$ cat src/rtl/alu_arbiter.sv
// alu_arbiter: round-robin sharing of one combinational ALU between two requesters, tagged response.
// Optional per-requester grant counters are enabled with `define ALU_ARB_STATS_EN.
module alu_arbiter #(
    parameter int ALU_LAT = 1,
    parameter int MUL_LAT = 3
) (
    input  logic        clk_i,
    input  logic        rst_i,
    input  logic        req0_valid_i,
    output logic        req0_ready_o,
    input  logic [31:0] req0_data1_i,
    input  logic [31:0] req0_data2_i,
    input  logic [2:0]  req0_ctrl_i,
    input  logic        req1_valid_i,
    output logic        req1_ready_o,
    input  logic [31:0] req1_data1_i,
    input  logic [31:0] req1_data2_i,
    input  logic [2:0]  req1_ctrl_i,
    output logic [31:0] alu_data1_o,
    output logic [31:0] alu_data2_o,
    output logic [2:0]  alu_ctrl_o,
    input  logic [31:0] alu_data_i,
    input  logic        alu_zero_i,
    output logic        rsp_valid_o,
    input  logic        rsp_ready_i,
    output logic        rsp_id_o,
    output logic [31:0] rsp_data_o,
    output logic        rsp_zero_o
`ifdef ALU_ARB_STATS_EN
    ,
    output logic [15:0] stat_grant0_o,
    output logic [15:0] stat_grant1_o
`endif
);

    localparam logic [2:0] OP_MUL = 3'b110;

    typedef enum logic [1:0] {
        IDLE = 2'd0,
        EXEC = 2'd1,
        RESP = 2'd2
    } state_t;

    // Latency parameters outside 1..15 are pulled into range so the 4-bit counter never stalls.
    function automatic logic [3:0] clamp_lat(input int lat);
        if (lat < 1) return 4'd1;
        if (lat > 15) return 4'd15;
        return lat[3:0];
    endfunction

    localparam logic [3:0] ALU_CNT = clamp_lat(ALU_LAT);
    localparam logic [3:0] MUL_CNT = clamp_lat(MUL_LAT);

    state_t      state;
    state_t      state_nxt;
    logic [3:0]  cnt;
    logic        last_grant;
    logic        grant1;
    logic        accept;
    logic [31:0] sel_data1;
    logic [31:0] sel_data2;
    logic [2:0]  sel_ctrl;

    // Requester 1 wins when it is alone, or on a tie when requester 0 was served last.
    always_comb begin
        grant1    = req1_valid_i && (!req0_valid_i || !last_grant);
        accept    = (state == IDLE) && !rst_i && (req0_valid_i || req1_valid_i);
        sel_data1 = grant1 ? req1_data1_i : req0_data1_i;
        sel_data2 = grant1 ? req1_data2_i : req0_data2_i;
        sel_ctrl  = grant1 ? req1_ctrl_i  : req0_ctrl_i;
    end

    always_ff @(posedge clk_i) begin
        if (rst_i) state <= IDLE;
        else       state <= state_nxt;
    end

    always_comb begin
        state_nxt = state;
        unique case (state)
            IDLE:    if (accept) state_nxt = EXEC;
            EXEC:    if (cnt == 4'd1) state_nxt = RESP;
            RESP:    if (rsp_ready_i) state_nxt = IDLE;
            default: state_nxt = IDLE;
        endcase
    end

    always_comb begin
        req0_ready_o = 1'b0;
        req1_ready_o = 1'b0;
        if (accept) begin
            req0_ready_o = !grant1;
            req1_ready_o = grant1;
        end
    end

    always_ff @(posedge clk_i) begin
        if (rst_i) begin
            cnt         <= 4'd0;
            last_grant  <= 1'b1;
            alu_data1_o <= 32'd0;
            alu_data2_o <= 32'd0;
            alu_ctrl_o  <= 3'd0;
            rsp_valid_o <= 1'b0;
            rsp_id_o    <= 1'b0;
            rsp_data_o  <= 32'd0;
            rsp_zero_o  <= 1'b0;
        end else begin
            unique case (state)
                IDLE: if (accept) begin
                    alu_data1_o <= sel_data1;
                    alu_data2_o <= sel_data2;
                    alu_ctrl_o  <= sel_ctrl;
                    last_grant  <= grant1;
                    rsp_id_o    <= grant1;
                    cnt         <= (sel_ctrl == OP_MUL) ? MUL_CNT : ALU_CNT;
                end
                EXEC: begin
                    cnt <= cnt - 4'd1;
                    if (cnt == 4'd1) begin
                        rsp_data_o  <= alu_data_i;
                        rsp_zero_o  <= alu_zero_i;
                        rsp_valid_o <= 1'b1;
                    end
                end
                RESP: if (rsp_ready_i) rsp_valid_o <= 1'b0;
                default: ;
            endcase
        end
    end

`ifdef ALU_ARB_STATS_EN
    function automatic logic [15:0] sat_inc(input logic [15:0] v);
        return (v == 16'hFFFF) ? v : v + 16'd1;
    endfunction

    always_ff @(posedge clk_i) begin
        if (rst_i) begin
            stat_grant0_o <= 16'd0;
            stat_grant1_o <= 16'd0;
        end else if (accept) begin
            if (grant1) stat_grant1_o <= sat_inc(stat_grant1_o);
            else        stat_grant0_o <= sat_inc(stat_grant0_o);
        end
    end
`endif

endmodule

$ cat config.mk
export PLATFORM = sky130hd
export DESIGN_NAME = alu_arbiter
export DESIGN_NICKNAME = d
export VERILOG_FILES = /design/src/rtl/alu_arbiter.sv
export SDC_FILE = /design/constraint.sdc
export NUM_CORES = 1
export LEC_CHECK = 0
export BUFFER_PORTS_ARGS = -buffer_cell sky130_fd_sc_hd__buf_2
export CAP_MARGIN = 20
export CORE_ASPECT_RATIO = 0.8
export CORE_UTILIZATION = 40
export CTS_BUF_LIST = sky130_fd_sc_hd__clkbuf_4 sky130_fd_sc_hd__clkbuf_8
export CTS_CLUSTER_SIZE = 10
export DETAILED_ROUTE_END_ITERATION = 10
export PLACE_DENSITY = 0.78
export SKIP_LAST_GASP = 1
export SYNTH_ARGS = -nofsm -noshare
export SYNTH_HDL_FRONTEND = slang
export SYNTH_SLANG_ARGS = --single-unit
$ cat constraint.sdc
create_clock -name clk_i -period 1.55 [get_ports clk_i]
set_clock_uncertainty 0.2 [all_clocks]
set_input_delay 0.31 -clock clk_i [delete_from_list [all_inputs] [get_ports clk_i]]
set_output_delay 0.31 -clock clk_i [all_outputs]
set_load 0.03 [all_outputs]
== Yosys cells after proc, flatten, opt, wreduce, memory -nomap -nowiden ==
Index checks and enable logic that the tools add are counted.
Word-level totals
  register bits: 109
  bits in latches: 0
  RAM bits: 0
  ROM bits: 0
  memories kept: 0
Operators by class
  add/subtract/negate cells: 1
  multiply operators: 0
  divide/modulo/power cells: 0
  order comparisons: 0
  equality and inequality tests: 7
  shift-type cells: 0
  mux-type cells: 15
  bitwise operators: 0
  reductions and logical operators: 17
Operator list (count)
  32-bit two-way mux: 2
  2-bit two-way mux: 4
  4-bit case mux with 2 select lines: 1
  2-bit inequality test (second input constant): 3
  2-bit case mux with 3 select lines: 1
  2-bit AND reduction: 3
  3-bit AND reduction: 2
  4-bit by 1-bit equality test with 1-bit output (second input constant): 1
  1-bit logical NOT: 4
  1-bit two-way mux: 4
  4-bit two-way mux: 1
  2-bit nonzero test: 2
  4-bit by 1-bit subtractor with 4-bit output (second input constant): 1
  3-bit equality test (second input constant): 1
  1-bit logical AND: 3
  3-bit two-way mux: 1
  2-bit by 1-bit equality test with 1-bit output (second input constant): 1
  2-bit equality test (second input constant): 1
  2-bit logical NOT: 1
  1-bit logical OR: 2
  1-bit case mux with 2 select lines: 1

== Depth between registers and ports, before layout ==
  word-level depth: 8
  depth in mapped cells: 8
  depth with buffers taken out: 6

== Worst setup path before layout ==
No wires, ideal clock.
  path type: flip-flop to output port
  start: reg state[1]
  end: out req1_ready_o
  arrival: 1.611 ns
  data required time: 1.040 ns
  path slack: -0.571 ns
  stages on the path, launching flop included: 4
  path through: dfxtp_1 > or3_1 > clkbuf_1 > nor3b_1
On the way
  word-level cells in the longest chain between the ends: 4
RTL lines
  from (decl): RTL line 54  | state_t state;
  from (signal assigned): RTL line 75  | else state <= state_nxt;
  2-bit logical NOT: RTL line 67  | accept = (state == IDLE) && !rst_i && (req0_valid_i || req1_valid_i);
  1-bit logical AND (2 in a row): RTL line 67
  1-bit two-way mux: RTL line 91  | if (accept) begin
  to (decl): RTL line 15  | output logic req1_ready_o,
No other way between the ends.

== Final worst setup path ==
  start: reg state[0]
  end: out req1_ready_o
The elaborated chain is that of the path after synthesis.

==> insert_results.sql <==
INSERT INTO impl_metrics (metric_group, metric, value, unit) VALUES
('clocking', 'path_clk_slew', '0.11', 'ns'),
('worst_setup_path', 'crit_fanout', '3', ''),
('sta', 'fmaxAchievable', '0.508', 'GHz'),
('worst_setup_path', 'critPathLaunchType', 'register', ''),
('layout', 'area_growth', '94.6', '%'),
('logic_synthesis', 'postSynth.asyncResetShare', '0', '%'),
('run', 'maxCapViolations', '0', ''),
('logic_synthesis', 'synth_fa_ha_area_share', '0.555', '%'),
('logic_synthesis', 'postSynthNetCount', '673', ''),
('global_route', 'gr-total-overflow', '0', ''),
('hold_path', 'min-delay-path-class', 'in -> reg', ''),
('placement', 'detailed_place_hpwl', '9860', 'µm'),
('logic_synthesis', 'yosys.area.top_type', 'sky130_fd_sc_hd__dfxtp_1', ''),
('placement', 'place.detailed.instances', '910', ''),
('power', 'static-leakage-power', '0.00393', 'µW'),
('layout', 'multi_input_comb_area', '0.00321', 'mm²'),
('logic_synthesis', 'synth-compound-area-share', '16.5', '%'),
('layout', 'layout.core_utilization', '80.2', '%'),
('clocking', 'cts_max_level', '3', ''),
('sta', 'grt_setup_unrepaired', 'yes', ''),
('floorplan', 'die_width', '121', 'µm'),
('detailed_routing', 'drtPass1Iterations', '4', ''),
('global_route', 'grt_util_all_layers', '27.6', '%'),
('logic_synthesis', 'synth_enable_flop_cells', '0', ''),
('logic_synthesis', 'synth_warnings', '0', ''),
('logic_synthesis', 'xor_xnor_fraction_of_synth_area', '0.194', '%'),
('logic_synthesis', 'dominant_combinational_cell_family_by_area_after_synthesis', 'compound AO/OA/AOI/OAI gates', ''),
('power', 'power.density_cell_area', '1060', 'mW/mm²'),
('logic_synthesis', 'synth.top_cell.area_share', '48.4', '%'),
('logic_synthesis', 'ys_dominant_reg_cell', 'sky130_fd_sc_hd__dfxtp_1', ''),
('detailed_routing', 'detail_route.wl_per_cell', '19.6', 'µm'),
('power', 'fin_total_pwr', '9260', 'µW'),
('sta', 'setup_ws', '-0.418', 'ns'),
('floorplan', 'initial_utilization', '41.2', '%'),
('clocking', 'clk-insertion-delay-late', '0.36', 'ns'),
('layout', 'final_design_area_no_fill', '0.00877', 'mm²'),
('layout', 'post_layout_nonfiller_instances', '1015', ''),
('layout', 'sequential_cell_area', '0.00219', 'mm²'),
('floorplan', 'boundaryPins', '276', ''),
('clocking', 'clock-root-buffer', 'sky130_fd_sc_hd__clkbuf_8', ''),
('worst_setup_path', 'setup_slack_on_the_worst_flop_to_flop_path', '-0.22', 'ns'),
('detailed_routing', 'drc', '0', ''),
('layout', 'layout_common_cells', 'sky130_fd_sc_hd__buf_2, sky130_fd_sc_hd__dfxtp_1, sky130_fd_sc_hd__a211oi_2', ''),
('logic_synthesis', 'seq_area_frac_synth', '48.4', '%'),
('status', 'violations_in_the_final_reports', 'negative setup slack', ''),
('logic_synthesis', 'netlist_top_cells_area', 'sky130_fd_sc_hd__dfxtp_1, sky130_fd_sc_hd__mux2i_1, sky130_fd_sc_hd__a211oi_1, sky130_fd_sc_hd__nor2_1, sky130_fd_sc_hd__nand2_1', ''),
('floorplan', 'die_area', '0.0117', 'mm²'),
('sta', 'time_the_final_worst_path_needs_with_i_o_delays_and_setup', '1.97', 'ns'),
('layout', 'fin_nets', '1036', ''),
('worst_setup_path', 'critPathCaptureType', 'output pin', ''),
('worst_setup_path', 'critical_path_arrival', '1.46', 'ns'),
('detailed_routing', 'detail_route.vias_per_cell', '5.34', ''),
('floorplan', 'die_h', '97.0', 'µm'),
('clocking', 'clock_sink_count', '109', ''),
('worst_setup_path', 'worstPathRequired', '1.04', 'ns'),
('clocking', 'cts_tree', 'yes', ''),
('logic_synthesis', 'syn-cell-area', '0.00451', 'mm²'),
('sta', 'actual_transition_at_the_worst_max_transition_pin', '0.761', 'ns'),
('sta', 'final_setup_violation_count', '111', ''),
('logic_synthesis', 'ys_types', '30', ''),
('global_route', 'first_pass_grt_wire_length', '25400', 'µm'),
('layout', 'post_route_cells_drive_above_1_share', '67.1', '%'),
('detailed_routing', 'routed_wl', '19900', 'µm'),
('layout', 'final_common_cell', 'sky130_fd_sc_hd__buf_2', ''),
('sta', 'timing.slew.headroom', '49.2', '%'),
('status', 'run_status', 'finished, violations left', ''),
('worst_setup_path', 'timing_worst_setup_path_type', 'reg -> out', ''),
('sta', 'final-hold-violation-count', '0', ''),
('logic_synthesis', 'synth_mux_area_share', '14.9', '%'),
('detailed_routing', 'route.vias.total', '5424', ''),
('power', 'worst_ir_drop_vdd', '0.782', 'mV');
-- cell families (layout without fill, tap and decap cells) --
logic type | count (synthesis) | in the layout
adder cells (fa/ha/maj) | 2 | 2
AO/OA/AOI/OAI | 112 | 112
AND/OR/NAND/NOR | 163 | 163
other | 0 | 4
buffers and inverters | 45 | 413
flip-flops | 109 | 109
XOR/XNOR | 1 | 1
multiplexers | 67 | 67
-- worst paths after layout --
path              cells after the start                   startpoint                           end
setup reg to reg                      9        state[1]$_SDFFE_PP0P_  alu_data1_o[23]$_SDFFE_PP0P_
setup / recovery                      3        state[0]$_SDFFE_PP0P_                  req1_ready_o
hold / removal                        3              req0_data2_i[3]   alu_data2_o[3]$_SDFFE_PP0P_
hold reg to reg                       2  rsp_data_o[27]$_SDFFE_PP0P_   rsp_data_o[27]$_SDFFE_PP0P_
-- layout make-up --
type	count	share of cell area (%)
Antenna cell	4	0.114
Multi-Input combinational cell	345	36.6
Sequential cell	109	24.9
Inverter	2	0.0856
Timing Repair Buffer	395	33.8
Clock inverter	6	0.799
Tap cell	144	2.05
Clock buffer	10	1.57
-- routing by layer --
| layer | GRT usage [%] | wire, µm | up-vias |
|---|---|---|---|
| li1 | - | - | 2470 |
| met2 | 50.6 | 10100 | 260 |
| met3 | 9.32 | 1460 | 74 |
| met4 | 11.6 | 939 | 0 |
| met5 | 0 | 0 | - |
| met1 | 28.5 | 7450 | 2620 |
-- repair_timing --
item                                   CTS  global route
setup endpoints to repair              100           110
hold buffers                            34             0
endpoints found under the hold margin   34             0
gates cloned                            12             6
buffers inserted                        19            23
resized for setup                       75           249
pin swaps                               31           107
-- synthesized netlist by cell type, types with 2 or more instances --
master,number
sky130_fd_sc_hd__nor3b_1,2
sky130_fd_sc_hd__ha_1,2
sky130_fd_sc_hd__a21oi_1,38
sky130_fd_sc_hd__nor3_1,3
sky130_fd_sc_hd__a31oi_1,2
sky130_fd_sc_hd__buf_4,10
sky130_fd_sc_hd__mux2i_1,67
sky130_fd_sc_hd__clkbuf_1,21
sky130_fd_sc_hd__a211oi_1,68
sky130_fd_sc_hd__nor2_1,76
sky130_fd_sc_hd__nand2_1,72
sky130_fd_sc_hd__inv_1,2
sky130_fd_sc_hd__buf_2,11
sky130_fd_sc_hd__dfxtp_1,109
-- sequential cells by signal, summed over array words and instances (netlist names), 2 cells and up --
signal       count
alu_data1_o     32
alu_data2_o     32
rsp_data_o      32
cnt              4
alu_ctrl_o       3
state            2
-- critical path: stages, from the launching register on --
cell and delay (ns):
sky130_fd_sc_hd__dfxtp_1 0.33, sky130_fd_sc_hd__or3_4 0.42, sky130_fd_sc_hd__nor3b_4 0.20, sky130_fd_sc_hd__buf_6 0.15
-- through the flow --
| stage | setup WS [ns] | setup TNS [ns] | hold WS [ns] |
|---|---|---|---|
| detailed placement | -0.365 | -11.93 | 0.244 |
| CTS | -0.449 | -8.79 | 0.0473 |
| global route | -0.472 | -22.12 | 0.0567 |
| finish | -0.418 | -15.20 | 0.0642 |
| floorplan | -0.165 | -0.270 | 0.237 |
| global placement | -0.351 | -7.74 | 0.239 |
-- power breakdown --
part           internal (µW)  leakage (µW)  switching [µW]
clock                    807      0.000101            1010
combinational           1860       0.00293            2180
sequential              3140      0.000900             263
Note: power is estimated with default switching activity, not from simulation.
